===== config.mk =====
export PLATFORM = sky130hd
export DESIGN_NAME = ps2_host_tx
export DESIGN_NICKNAME = d
export VERILOG_FILES = /design/src/rtl/ps2_host_tx.sv
export SDC_FILE = /design/constraint.sdc
export NUM_CORES = 1
export LEC_CHECK = 0
export BUFFER_PORTS_ARGS = -buffer_cell sky130_fd_sc_hd__buf_2
export CAP_MARGIN = 0
export CELL_PAD_IN_SITES_DETAIL_PLACEMENT = 1
export CELL_PAD_IN_SITES_GLOBAL_PLACEMENT = 1
export CORE_ASPECT_RATIO = 1.5
export CORE_UTILIZATION = 45
export DETAILED_ROUTE_END_ITERATION = 7
export HOLD_SLACK_MARGIN = 0.1
export PLACE_DENSITY = 0.75
export SYNTH_ARGS = -nofsm -noshare
export SYNTH_HDL_FRONTEND = slang
export SYNTH_SLANG_ARGS = --single-unit

===== constraint.sdc =====
create_clock -name clk -period 2.4 [get_ports clk]
set_input_delay 0.48 -clock clk [delete_from_list [all_inputs] [get_ports clk]]
set_output_delay 0.48 -clock clk [all_outputs]
set_load 0.05 [all_outputs]

===== src/rtl/ps2_host_tx.sv =====
// ---------------------------------------------------------------------------
// ps2_host_tx
// Host-to-device PS/2 transmitter. Sends one command byte to the keyboard using
// the request-to-send sequence (inhibit clock, pull data low as the start bit,
// release clock) and then follows the device-generated clock to shift out the
// data bits, odd parity and stop bit. It then checks the device ACK bit.
// The top level drives the pins open-drain: PS2_x = oe ? 1'b0 : 1'bz.
//
// Ports
//   clk            system clock
//   reset          synchronous, active-low
//   i_cmd_data     byte to send, sampled on accept
//   i_cmd_valid    request; accepted when i_cmd_valid & o_cmd_ready
//   o_cmd_ready    high only while idle (registered)
//   i_ps2_clk      raw PS2_CLK pin level (asynchronous)
//   i_ps2_dat      raw PS2_DAT pin level (asynchronous)
//   o_ps2_clk_oe   1 = pull PS2_CLK low
//   o_ps2_dat_oe   1 = pull PS2_DAT low
//   o_busy         high in every state except idle; receive path ignores lines
//   o_done         1-cycle pulse: byte sent, ACK received, lines idle again
//   o_error        1-cycle pulse: NACK or timeout
// ---------------------------------------------------------------------------
module ps2_host_tx #(
  parameter int INHIBIT_CYCLES = 5000,
  parameter int REQ_CYCLES     = 100,
  parameter int TIMEOUT_CYCLES = 750000
) (
  input  logic       clk,
  input  logic       reset,
  input  logic [7:0] i_cmd_data,
  input  logic       i_cmd_valid,
  output logic       o_cmd_ready,
  input  logic       i_ps2_clk,
  input  logic       i_ps2_dat,
  output logic       o_ps2_clk_oe,
  output logic       o_ps2_dat_oe,
  output logic       o_busy,
  output logic       o_done,
  output logic       o_error
);

  localparam int PH_MAX = (INHIBIT_CYCLES > REQ_CYCLES) ? INHIBIT_CYCLES : REQ_CYCLES;
  localparam int PH_W   = $clog2(PH_MAX) + 1;
  localparam int TO_W   = $clog2(TIMEOUT_CYCLES) + 1;

  typedef enum logic [2:0] {
    S_IDLE,
    S_INHIBIT,
    S_REQ,
    S_SHIFT,
    S_ACK,
    S_WAIT_IDLE
  } state_t;

  state_t            r_state;
  logic              r_clk_meta, r_clk_sync, r_clk_prev;
  logic              r_dat_meta, r_dat_sync;
  logic [7:0]        r_shift;
  logic              r_parity;
  logic [3:0]        r_edges;
  logic [PH_W-1:0]   r_phase;
  logic [TO_W-1:0]   r_tmo;
  logic              r_clk_oe, r_dat_oe, r_busy, r_done, r_error, r_ready;
  logic              w_fall;
  logic              w_timeout;

  // Synchronizers start at the idle (high) line level so that leaving reset
  // never produces a spurious falling-edge strobe.
  always_ff @(posedge clk) begin
    if (!reset) begin
      r_clk_meta <= 1'b1;
      r_clk_sync <= 1'b1;
      r_clk_prev <= 1'b1;
      r_dat_meta <= 1'b1;
      r_dat_sync <= 1'b1;
    end else begin
      r_clk_meta <= i_ps2_clk;
      r_clk_sync <= r_clk_meta;
      r_clk_prev <= r_clk_sync;
      r_dat_meta <= i_ps2_dat;
      r_dat_sync <= r_dat_meta;
    end
  end

  assign w_fall    = r_clk_prev & ~r_clk_sync;
  assign w_timeout = (r_tmo == TO_W'(TIMEOUT_CYCLES - 1));

  always_ff @(posedge clk) begin
    if (!reset) begin
      r_state  <= S_IDLE;
      r_clk_oe <= 1'b0;
      r_dat_oe <= 1'b0;
      r_busy   <= 1'b0;
      r_done   <= 1'b0;
      r_error  <= 1'b0;
      r_ready  <= 1'b0;
      r_shift  <= 8'h00;
      r_parity <= 1'b0;
      r_edges  <= 4'd0;
      r_phase  <= '0;
      r_tmo    <= '0;
    end else begin
      r_done  <= 1'b0;
      r_error <= 1'b0;
      case (r_state)
        S_IDLE: begin
          // Ready is registered, so it rises one cycle after any return to idle.
          if (i_cmd_valid && r_ready) begin
            r_shift  <= i_cmd_data;
            r_parity <= ~^i_cmd_data;
            r_edges  <= 4'd0;
            r_phase  <= '0;
            r_clk_oe <= 1'b1;
            r_busy   <= 1'b1;
            r_ready  <= 1'b0;
            r_state  <= S_INHIBIT;
          end else begin
            r_ready  <= 1'b1;
          end
        end
        S_INHIBIT: begin
          if (r_phase == PH_W'(INHIBIT_CYCLES - 1)) begin
            r_phase  <= '0;
            r_dat_oe <= 1'b1;            // start bit
            r_state  <= S_REQ;
          end else begin
            r_phase  <= r_phase + 1'b1;
          end
        end
        S_REQ: begin
          if (r_phase == PH_W'(REQ_CYCLES - 1)) begin
            r_clk_oe <= 1'b0;            // hand the clock to the device
            r_tmo    <= '0;
            r_state  <= S_SHIFT;
          end else begin
            r_phase  <= r_phase + 1'b1;
          end
        end
        S_SHIFT, S_ACK, S_WAIT_IDLE: begin
          r_tmo <= r_tmo + 1'b1;
          if (w_timeout) begin
            // Timeout takes priority over a coincident clock fall.
            r_clk_oe <= 1'b0;
            r_dat_oe <= 1'b0;
            r_error  <= 1'b1;
            r_busy   <= 1'b0;
            r_state  <= S_IDLE;
          end else if (r_state == S_SHIFT) begin
            // Data changes only after a fall; the device samples on the rise.
            if (w_fall) begin
              r_edges <= r_edges + 1'b1;
              if (r_edges < 4'd8) begin
                r_dat_oe <= ~r_shift[0];
                r_shift  <= {1'b0, r_shift[7:1]};
              end else if (r_edges == 4'd8) begin
                r_dat_oe <= ~r_parity;
              end else begin
                r_dat_oe <= 1'b0;        // stop bit: release the line
                r_state  <= S_ACK;
              end
            end
          end else if (r_state == S_ACK) begin
            if (w_fall) begin
              if (r_dat_sync) begin
                r_error <= 1'b1;
                r_busy  <= 1'b0;
                r_state <= S_IDLE;
              end else begin
                r_state <= S_WAIT_IDLE;
              end
            end
          end else begin
            if (r_clk_sync && r_dat_sync) begin
              r_done  <= 1'b1;
              r_busy  <= 1'b0;
              r_state <= S_IDLE;
            end
          end
        end
        default: begin
          r_clk_oe <= 1'b0;
          r_dat_oe <= 1'b0;
          r_busy   <= 1'b0;
          r_state  <= S_IDLE;
        end
      endcase
    end
  end

  assign o_cmd_ready  = r_ready;
  assign o_ps2_clk_oe = r_clk_oe;
  assign o_ps2_dat_oe = r_dat_oe;
  assign o_busy       = r_busy;
  assign o_done       = r_done;
  assign o_error      = r_error;

endmodule


* Word level (Yosys, flattened, before mapping)
Index checks and enable logic that the tools add are counted.
Operators by class: $lt $le $gt $ge 1, equality and inequality tests 28, muxes and demuxes 55, add/sub/neg operators 3, reductions and logical operators 21, bitwise logic cells 9
Operators by type and width (number):
- two-way mux 14 bit | 3
- one-hot mux 14 bit (3 select lines) | 1
- one-hot mux 21 bit (2 select lines) | 1
- two-way mux 8 bit | 5
- two-way mux 3 bit | 12
- inequality test 4 bit (second input constant) | 6
- two-way mux 1 bit | 22
- adder 21 x 1 -> 21 bit (second input constant) | 1
- == test 21 x 20 -> 1 bit (second input constant) | 1
- two-way mux 21 bit | 1
- inequality test 2 bit (second input constant) | 9
- two-way mux 4 bit | 4
- one-hot mux 8 bit (2 select lines) | 1
- adder 14 x 1 -> 14 bit (second input constant) | 1
- == test 14 x 13 -> 1 bit (second input constant) | 1
- == test 14 x 7 -> 1 bit (second input constant) | 1
- one-hot mux 3 bit (4 select lines) | 1
- AND reduction 6 bit | 2
- inequality test 3 bit (second input constant) | 3
- inverter 1 bit | 8
- one-hot mux 4 bit (2 select lines) | 1
- AND reduction 4 bit | 2
- AND reduction 8 bit | 1
- XNOR reduction 8 bit | 1
- 20 further kinds | 28
Storage, ports and cells: logic and storage cells 134, register bits after elaboration 62, input port bits 13

* Longest topological paths before layout
Gate-level depths: netlist (run 1).
depth in word-level cells 7, gate-level depth with buffers 9, gate-level depth less buffers 7

* Worst setup path before layout (run 1)
OpenSTA, ideal clock, no wires.
kind reg-to-reg, from reg r_tmo[0], to reg r_state[0], stages on the path, launching flop included 8, clock period less this slack 2072 ps, arrival 2001 ps, required time 2330 ps, setup slack 328 ps, library setup time 70 ps, path through dfxtp_1 ha_1 and4bb_2 nand4_1 nor3_4 o21ba_1 or4_1 a21oi_1
Between the ends: longest elaborated chain between the ends 3, elaborated cells on any way between the ends 9
Ends and longest elaborated chain:
- start, declared | RTL line 62 | logic [TO_W-1:0] r_tmo;
- start signal, assigned | RTL line 140 | r_tmo <= r_tmo + 1'b1;
- == test 21 x 20 -> 1 bit (*) | RTL line 86 | assign w_timeout = (r_tmo == TO_W'(TIMEOUT_CYCLES - 1));
- inequality test 5 bit (no line) (tied with other cells)
- AND reduction 8 bit (no line) / one-hot mux 3 bit (4 select lines) (equally long branches)
- end signal, assigned | RTL line 90 | r_state <= S_IDLE;
- end signal, assigned | RTL line 116 | r_state <= S_INHIBIT;
- end signal, assigned | RTL line 125 | r_state <= S_REQ;
- end, declared | RTL line 55 | state_t r_state;
Mark *: on every way between the ends. The rest lies on a longest branch, timed or not. A chain may end at the register's enable or synchronous reset.

* Worst setup path after layout (run 1)
from reg r_phase[0], to reg r_state[0]
Between the ends: longest elaborated chain between the ends 3, elaborated cells on any way between the ends 5
Ends and longest elaborated chain:
- start, declared | RTL line 61 | logic [PH_W-1:0] r_phase;
- start signal, assigned | RTL line 127 | r_phase <= r_phase + 1'b1;
- start signal, assigned | RTL line 136 | r_phase <= r_phase + 1'b1;
- == test 14 x 7 -> 1 bit / == test 14 x 13 -> 1 bit (equally long branches) | RTL line 131, 122
- inequality test 2 bit (no line)
- AND reduction 8 bit (no line) (*)
- end signal, assigned | RTL line 125
- end signal, assigned | RTL line 134 | r_state <= S_SHIFT;
- end signal, assigned | RTL line 147 | r_state <= S_IDLE;
Marks and branches as above.

==> results of run 1 <==
cell families after synthesis:
| group | share of synthesized area |
|---|---|
| compound gates | 0.1154 |
| xor+xnor | 0.1174 |
| fa+ha+maj | 0.01637 |
| buf+inv | 0.03600 |
| flops | 0.4059 |
| mux | 0.003273 |
| simple gates | 0.3057 |
worst max-delay path: cells and delay by family (launching register included):
kind | cells | cell delay, ps
and+or+nand+nor | 4 | 890
DFF | 1 | 380
AOI/OAI and AO/OA | 2 | 500
buffers and inverters | 1 | 180
adders and majority gates | 1 | 210
power by group through the flow:
| stage | clock network (mW) | registers (mW) | logic [mW] |
|---|---|---|---|
| 6_report | 1.08 | 1.18 | 0.607 |
| 5_1_grt | 1.15 | 1.19 | 0.672 |
| 4_1_cts | 1.11 | 1.18 | 0.598 |
| 3_5_place_dp | 0 | 1.20 | 0.586 |
| 3_3_place_gp | 0 | 1.20 | 0.572 |
| 2_1_floorplan | 0 | 1.25 | 0.355 |
state kept, by name, indices dropped and copies added, names as in the netlist, 3 cells and up:
| name | flops |
|---|---|
| r_phase | 14 |
| r_edges | 4 |
| r_shift | 8 |
| r_state | 3 |
| r_tmo | 21 |
how the worst min path moves through the flow:
stage                           from  slack (ps)  cells past startpoint          to
after global placement    r_clk_meta         390                      1  r_clk_sync
final                      i_ps2_clk         320                      2  r_clk_meta
after CTS                  i_ps2_clk         300                      2  r_clk_meta
after detailed placement  r_dat_meta         410                      1  r_dat_sync
after floorplan           r_clk_meta         390                      1  r_clk_sync
after global routing       i_ps2_dat         320                      2  r_dat_meta
metal layers:
metal,part of all wire,GRT usage,vias to the layer above
li1,-,-,1332
met1,0.40,0.2527,1322
met2,0.56,0.4459,30
met3,0.022,0.04203,11
met4,0.018,0.1115,0
met5,0,0,-
cell type report:
class / count / share of cell area
multi-input cells: 278 / 0.4848
flip-flops and latches: 62 / 0.3503
repair buffers: 35 / 0.06144
clock buffers: 13 / 0.04767
well taps: 76 / 0.02684
clock inverters: 3 / 0.01836
inverters: 10 / 0.01059
metrics by stage:
stage | utilization | power, mW | hold slack (ps) | TNS, ps
CTS | 0.5414 | 2.887 | 298.7 | 0
floorplan | - | 1.602 | 386.3 | 0
detailed placement | 0.5050 | 1.789 | 405.6 | -47.48
global route | 0.5425 | 3.009 | 323.9 | 0
finish | 0.5425 | 2.865 | 315.4 | 0
global placement | 0.5050 | 1.768 | 389.6 | 0
synth_stat cells, drive strengths merged (2+ instances only):
master	instances
nand4b	2
and3	8
nand3	20
xor2	20
or3	3
inv	10
nand2b	8
ha	4
a211oi	4
clkbuf	10
o21ai	9
o21a	2
buf	7
o31ai	2
nand2	33
nor4	2
a21oi	11
nor3b	4
a311oi	7
nand4	15
nor2b	4
nor2	61
xnor2	21
nand3b	2
or2	3
dfxtp	62
nor4b	2
nor3	10
o211ai	3
repair_timing:
action / 4_1_cts / 5_1_grt
setup endpoints to repair: 14 / 3
hold buffers: 0 / 0
resized for setup: 1 / 1
==> run_results.csv, run 1 <==
group,metric,value,unit
worst_setup_path,criticalPathCategory,"flip-flop to flip-flop",
outcome,status,"finished, final reports clean",
clock_tree,clk_pin_slew,70,ps
timing,drv_slew,0,
place,dpl_cell_area,0.003298,mm^2
clock_tree,cts_setup_buffers,0,
timing,fmax,447.7,MHz
final_layout,drive_gt1_frac,0.1596,
grt,antenna_found_initial,0,
grt,grt_use_total,0.2354,
grt,grt_max_degree,21,
final_layout,final_common_cell,"dfxtp_1",
power_and_ir_drop,p_int,2.002,mW
timing,min_period,2234,ps
worst_setup_path,worstRegToRegCells,8,
final_layout,fin_cells,477,
clock_tree,root_buffer,"clkbuf_8",
timing,slew_headroom,0.6578,
place,portBuffers,18,
routing,num_vias,2695,
worst_setup_path,rrSetupSlack,170,ps
worst_setup_path,crit_path_end_kind,"flip-flop",
timing,rsz0062_at_grt,"no",
final_layout,fillCellCount,800,
power_and_ir_drop,pwr-share-comb,0.212,
grt,grt_pass1_wl,13120,um
final_layout,fin_area,0.003543,mm^2
power_and_ir_drop,seqPwrFrac,0.412,
floorplanning,dieArea,0.007136,mm^2
clock_tree,cts.sink_count,62,
worst_setup_path,cp_cell_sequence,"ha_1 > nor2b_1 > nand2_1 > o41ai_2 > buf_4 > nand2_1 > or4_1 > a21oi_1",
worst_setup_path,r2r-start,"r_phase[0]",
clock_tree,cts_tree,"done",
clock_tree,clkLatencyLatePin,350,ps
timing,worst_slack,166.1,ps
floorplanning,die_y,103.0,um
final_layout,nets,413,
timing,worst_slew_pin_slew,512.8,ps
place,gp_congestion,0.7447,
routing,drt-initial-drc-count,133,
synth,ys_warn_count,0,
timing,clock_skew,7.832,ps
final_layout,antenna_cells,0,
synth,synth_top_cell_by_area,"dfxtp_1",
timing,finalCritPeriodShare,0.9308,
routing,viasPerCell,5.650,
routing,wl_per_cell,16.24,um
synth,netlist_area,0.003058,mm^2
synth,synth_edf_count,0,
routing,first_pass_iters,4,
synth,yosys_most_used_dff,"dfxtp_1",
place,dp.cells,461,
clock_tree,cts_buffer_depth,2,
grt,grt_pass1_vias,2766,
worst_setup_path,critical_path.max_stage_delay,510,ps
floorplanning,initial_core_util,0.4682,
worst_setup_path,cp_max_fo,4,
power_and_ir_drop,ir_drop,0.3344,mV
worst_setup_path,critPathSlowestCell,"or4_1",
synth,synth-async-reset-ratio,0,
final_layout,final_cell_mix,"dfxtp_1, nor2_1, nand2_1, xnor2_1",
worst_setup_path,crit_required,2670,ps
floorplanning,coreArea,0.006531,mm^2
timing,finalSetupViolCount,0,
worst_setup_path,cp.arrival,2510,ps
power_and_ir_drop,power_switching,0.8630,mW
synth,synth_seq_cells,62,
worst_setup_path,start_kind,"flip-flop",
synth,syn_area_per_cell,8.332,um^2
final_layout,seq_area,0.001241,mm^2
timing,hold_viol,0,
grt,overflow,0,
synth,syn_nets,384,
power_and_ir_drop,p_leak,1.321,nW
synth,synthTopCellsByArea,"dfxtp_1, nor2_1, xnor2_1, xor2_1, nand2_1",
synth,synth_top_area_share,0.4059,
power_and_ir_drop,pwr-share-clk,0.377,
floorplanning,io_pins,19,
power_and_ir_drop,pwr_density_cell,808.5,mW/mm^2
floorplanning,fp-row-count,36,
place,hpwl,5516,um
min_path,hp-class,"input port to flip-flop",
worst_setup_path,critPathMostFrequentCell,"nand2_1",
synth,syn_inst,367,
clock_tree,cts_inserted_buffers,9,
final_layout,area_growth,15.88,%
clock_tree,cts_max_level,3,
synth,ys_types,55,
worst_setup_path,timing.rr.end,"r_state[0]",
place,pre_cts_ws,-16.82,ps
routing,wl,7748,um
floorplanning,die_width,69.31,um
routing,route.detailed.drc,0,
power_and_ir_drop,p_sw_frac,0.3012,
worst_setup_path,cp-endpoint,"r_state[0]",
synth,yosysSeqAreaShare,0.4059,
worst_setup_path,startpoint,"r_phase[0]",
flow_run,drv_cap,0,
routing,ant_nets,0,
final_layout,multi_input_area,0.001718,mm^2
Note: power is estimated with default switching activity, not from simulation.
==> inputs of run 2 (changes only) <==
==> constraint.sdc (replaced) <==
create_clock -name clk -period 2.5 [get_ports clk]
set_input_delay 0.5 -clock clk [delete_from_list [all_inputs] [get_ports clk]]
set_output_delay 0.5 -clock clk [all_outputs]
set_load 0.05 [all_outputs]
==> run 2 against run 1 <==
  * Register-to-register slack improved by 99 ps
  * Die area did not move
  * Clock power shrank 21%
  * First-iteration DRC count grew 12%
  * Fmax about the same
  * Critical endpoint unchanged
  * Count of clock-buffer cells in the layout stayed put
  * Wire length up 3.9%
  * Sequential power fell by 4%
  * Critical path depth shrank 1
  * Critical path type unchanged
==> run_results.csv, run 2 (synthesis gave the netlist of run 1 again) <==
group,metric,value,unit
routing,drt-initial-drc-count,149,
grt,grt_pass1_wl,13550,um
place,portBuffers,18,
floorplanning,io_pins,19,
clock_tree,cts_resized,0,
power_and_ir_drop,pwr-share-comb,0.229,
power_and_ir_drop,pwr-share-clk,0.332,
routing,top_layer,"met4",
timing,slew_headroom,0.6155,
timing,rsz0062_at_grt,"no",
timing,min_period,2235,ps
power_and_ir_drop,seqPwrFrac,0.438,
timing,finalCritPeriodShare,0.8939,
final_layout,fillCellCount,829,
routing,wl_met2,4510,um
routing,met3_length,136,um
clock_tree,cts_inserted_buffers,9,
floorplanning,die_y,103.0,um
power_and_ir_drop,ir_drop,0.3743,mV
clock_tree,clkLatencyLatePin,340,ps
floorplanning,fp-row-count,36,
power_and_ir_drop,p_leak,1.295,nW
clock_tree,clk_pin_slew,80,ps
routing,ant_nets,0,
routing,wl_per_cell,16.92,um
timing,drv_slew,0,
routing,route.detailed.drc,0,
final_layout,top_register,"r_tmo",
floorplanning,dieArea,0.007136,mm^2
grt,overflow,0,
final_layout,nets,413,
clock_tree,cts_setup_buffers,0,
timing,worst_slew_pin_slew,576.1,ps
place,dpl_cell_area,0.003298,mm^2
final_layout,area_growth,14.20,%
clock_tree,hold_buffers,0,
timing,finalSetupViolCount,0,
floorplanning,initial_core_util,0.4682,
grt,grt_pass1_vias,2890,
power_and_ir_drop,power_switching,0.8193,mW
final_layout,final_common_cell,"dfxtp_1",
final_layout,largest_reg_flops,21,
timing,hold_viol,0,
grt,antenna_found_initial,0,
routing,viasPerCell,5.815,
routing,drt-met1-wl,3266,um
flow_run,drv_cap,0,
clock_tree,cts_tree,"done",
grt,grt_max_degree,21,
floorplanning,die_width,69.31,um
routing,wl,8054,um
power_and_ir_drop,p_sw_frac,0.3191,
place,hpwl,5808,um
worst_setup_path,start_kind,"flip-flop",
timing,holdWs,340.5,ps
worst_setup_path,rrSetupSlack,270,ps
final_layout,fin_area,0.003492,mm^2
final_layout,drive_gt1_frac,0.1575,
final_layout,final_cell_mix,"dfxtp_1, nor2_1, nand2_1, xnor2_1",
routing,first_pass_iters,4,
final_layout,reg_top3,"r_tmo: 21 flops, r_phase: 14 flops, r_shift: 8 flops",
worst_setup_path,criticalPathCategory,"flip-flop to flip-flop",
worst_setup_path,crit_required,2760,ps
clock_tree,cts_max_level,3,
floorplanning,coreArea,0.006531,mm^2
outcome,status,"finished, final reports clean",
min_path,hp-class,"input port to flip-flop",
final_layout,fin_cells,476,
power_and_ir_drop,p_int,1.749,mW
clock_tree,cts.sink_count,62,
worst_setup_path,cp.arrival,2500,ps
clock_tree,cts_buffer_depth,2,
place,dp.cells,461,
routing,num_vias,2768,
worst_setup_path,cp_max_fo,4,
timing,fmax,447.5,MHz
timing,clock_skew,11.50,ps
grt,grt_use_total,0.2427,
final_layout,antenna_cells,0,
power_and_ir_drop,pwr_density_cell,735.3,mW/mm^2
place,gp_congestion,0.7612,
worst_setup_path,crit_path_end_kind,"flip-flop",
timing,setup_tns,0,ps
clock_tree,root_buffer,"clkbuf_8",
[run 2: cell count changes in the layout (fill, tap and decap cells not counted), sizes merged]
cell      previous run  this run
bufinv               2         0
clkinv               1         0
clkinvlp             0         2
[run 2: cell type report]
type,count,area (um^2),area share
multi-input cells,278,1707,0.4887
flip-flops and latches,62,1241,0.3554
repair buffers,35,217.7,0.06234
clock buffers,13,178.9,0.05124
well taps,76,95.09,0.02723
inverters,10,37.54,0.01075
clock inverters,2,15.01,0.004300
[run 2: critical path: stages (launching register included)]
cell and delay [ps]:
dfxtp_1 370, ha_1 220, nor2b_1 210, nand2_1 90, o41ai_2 420, nand2_1 180, or4_1 540, a21oi_1 130
[run 2: final timing paths]
path,start,endpoint,cells past startpoint
worst max register to register,r_phase[0],r_state[0],7
worst max-delay path,r_phase[0],r_state[0],7
worst min-delay path,i_ps2_dat,r_dat_meta,2
worst min register to register,r_dat_meta,r_dat_sync,1
[run 2: per-layer routing]
metal	track usage	up-vias
li1	-	1331
met3	0.04497	12
met4	0.08791	0
met1	0.2486	1401
met2	0.4862	24
met5	0	-
[run 2: stage by stage]
step,util,power (mW),worst slack [ps]
2_1_floorplan,-,1.538,428.1
3_3_place_gp,0.5050,1.714,440.5
3_5_place_dp,0.5050,1.733,346.2
4_1_cts,0.5347,2.588,274.5
5_1_grt,0.5347,2.700,160.9
6_report,0.5347,2.568,265.1
[run 2: power by group through the flow]
stage                     sequential (mW)  clock [mW]  combinational (mW)
after floorplan                      1.20           0               0.341
after global placement               1.14           0               0.571
after detailed placement             1.15           0               0.586
after CTS                            1.13       0.868               0.595
after global routing                 1.14       0.917               0.648
final                                1.13       0.854               0.589
==> inputs of run 3 (changes only) <==
--- a/config.mk
+++ b/config.mk
@@ -13,7 +13,7 @@
 export CORE_UTILIZATION = 45
 export DETAILED_ROUTE_END_ITERATION = 7
 export HOLD_SLACK_MARGIN = 0.1
-export PLACE_DENSITY = 0.75
+export PLACE_DENSITY = 0.82
 export SYNTH_ARGS = -nofsm -noshare
 export SYNTH_HDL_FRONTEND = slang
 export SYNTH_SLANG_ARGS = --single-unit
==> run 3 against run 2 <==
  * Final cell count down 0.84%
  * Global-route usage down 0.46 points
  * Wire length down 3.2%
==> run_results.csv, run 3 (synthesis gave the netlist of run 1 again) <==
group,metric,value,unit
outcome,status,"finished, final reports clean",
final_layout,largest_reg_flops,21,
worst_setup_path,timing.rr.end,"r_shift[6]",
place,portBuffers,18,
floorplanning,io_pins,19,
grt,grt_max_degree,21,
floorplanning,die_y,103.0,um
clock_tree,cts.sink_count,62,
worst_setup_path,startpoint,"r_state[0]",
timing,clock_skew,9.128,ps
clock_tree,cts_buffer_depth,2,
grt,grt_pass1_vias,2791,
final_layout,top_register,"r_tmo",
clock_tree,cts_setup_buffers,0,
floorplanning,dieArea,0.007136,mm^2
clock_tree,clkLatencyLatePin,350,ps
final_layout,nets,408,
worst_setup_path,crit_required,2720,ps
worst_setup_path,cp-endpoint,"r_shift[6]",
worst_setup_path,r2r-start,"r_state[0]",
grt,grt_use_total,0.2381,
routing,viasPerCell,5.731,
clock_tree,clk_pin_slew,60,ps
flow_run,drv_cap,0,
power_and_ir_drop,power,2.696,mW
timing,rsz0062_at_grt,"no",
worst_setup_path,cp_max_fo,16,
routing,ant_nets,0,
floorplanning,initial_core_util,0.4682,
power_and_ir_drop,ir_drop,0.4373,mV
timing,setup_tns,0,ps
min_path,hp-class,"input port to flip-flop",
grt,overflow,0,
floorplanning,coreArea,0.006531,mm^2
routing,route.detailed.drc,0,
clock_tree,cts_max_level,3,
routing,num_vias,2705,
grt,grt_pass1_wl,13170,um
timing,holdWs,333.4,ps
worst_setup_path,worstRegToRegCells,7,
timing,finalSetupViolCount,0,
worst_setup_path,start_kind,"flip-flop",
clock_tree,hold_buffers,0,
routing,drt-initial-drc-count,154,
clock_tree,cts_tree,"done",
floorplanning,die_width,69.31,um
timing,worst_slew_pin_slew,604.7,ps
final_layout,fillCellCount,790,
final_layout,area_growth,14.03,%
clock_tree,cts_inserted_buffers,9,
worst_setup_path,rrSetupSlack,180,ps
worst_setup_path,cp.arrival,2540,ps
final_layout,antenna_cells,0,
routing,wl,7799,um
worst_setup_path,crit_path_end_kind,"flip-flop",
clock_tree,root_buffer,"clkbuf_8",
timing,fmax,431.7,MHz
power_and_ir_drop,pwr_density_cell,773.1,mW/mm^2
timing,worst_slack,183.3,ps
final_layout,final_util,0.5339,
worst_setup_path,criticalPathCategory,"flip-flop to flip-flop",
final_layout,reg_top3,"r_tmo: 21 flops, r_phase: 14 flops, r_shift: 8 flops",
routing,first_pass_iters,4,
floorplanning,fp-row-count,36,
timing,min_period,2317,ps
routing,wl_per_cell,16.52,um
timing,hold_viol,0,
timing,drv_slew,0,
final_layout,final_cell_mix,"nor2_1, dfxtp_1, nand2_1, xnor2_1",
grt,antenna_found_initial,0,
place,hpwl,5549,um
timing,slew_headroom,0.5968,
timing,finalCritPeriodShare,0.9267,
power_and_ir_drop,p_leak,1.288,nW
place,gp_congestion,0.7769,
final_layout,drive_gt1_frac,0.1515,
place,pre_cts_ws,1.601,ps
==> run 3: cell count changes in the layout (fill, tap and decap cells not counted), sizes merged <==
cell / previous run / this run
clkinvlp: 2 / 0
clkinv: 0 / 2
buf: 35 / 30
bufinv: 0 / 2
clkbuf: 13 / 12
==> run 3: worst min-delay path by stage <==
stage | from | to | slack, ps | cells after the start
after floorplan | r_clk_meta | r_clk_sync | 390 | 1
after global placement | r_dat_meta | r_dat_sync | 390 | 1
after detailed placement | r_dat_meta | r_dat_sync | 400 | 1
after CTS | i_ps2_dat | r_dat_meta | 320 | 2
after global routing | i_ps2_clk | r_clk_meta | 320 | 2
final | i_ps2_dat | r_dat_meta | 330 | 2
==> run 3: where the power goes <==
| part | leakage (nW) | total (mW) | switching (mW) | internal [mW] |
|---|---|---|---|---|
| clock | 0.110 | 0.986 | 0.400 | 0.586 |
| sequential | 0.503 | 1.14 | 0.0733 | 1.07 |
| combinational | 0.674 | 0.572 | 0.360 | 0.212 |
==> run 3: repair_timing <==
action | in CTS | in global routing
cloned | 0 | 0
endpoints found under the setup margin | 14 | 7
resized for setup | 1 | 2
==> run 3: layer usage <==
metal	GRT usage	share of wire	vias to the layer above
met5	0	0	-
li1	-	-	1326
met1	0.2420	0.40	1329
met4	0.1240	0.027	0
met3	0.05963	0.023	16
met2	0.4496	0.55	34
==> run 3: area by class of cell <==
| class | instances | area [um^2] | share of cell area |
|---|---|---|---|
| well taps | 76 | 95.09 | 0.02727 |
| flip-flops and latches | 62 | 1242 | 0.3563 |
| clock inverters | 4 | 70.07 | 0.02009 |
| inverters | 10 | 37.54 | 0.01076 |
| repair buffers | 30 | 180.2 | 0.05167 |
| clock buffers | 12 | 145.1 | 0.04162 |
| multi-input cells | 278 | 1717 | 0.4923 |
==> run 3: critical path: stages (launching register included) <==
cell	delay [ps]
dfxtp_1	590
and3b_1	330
or2_2	380
a21oi_1	150
a21oi_2	130
buf_4	210
nor2_1	50
a311oi_1	350
==> run 3: per-stage QoR <==
stage | area (um^2) | instances
floorplan | 3058 | 367
global placement | 3261 | 456
detailed placement | 3261 | 456
CTS | 3480 | 472
global route | 3487 | 472
finish | 3487 | 472
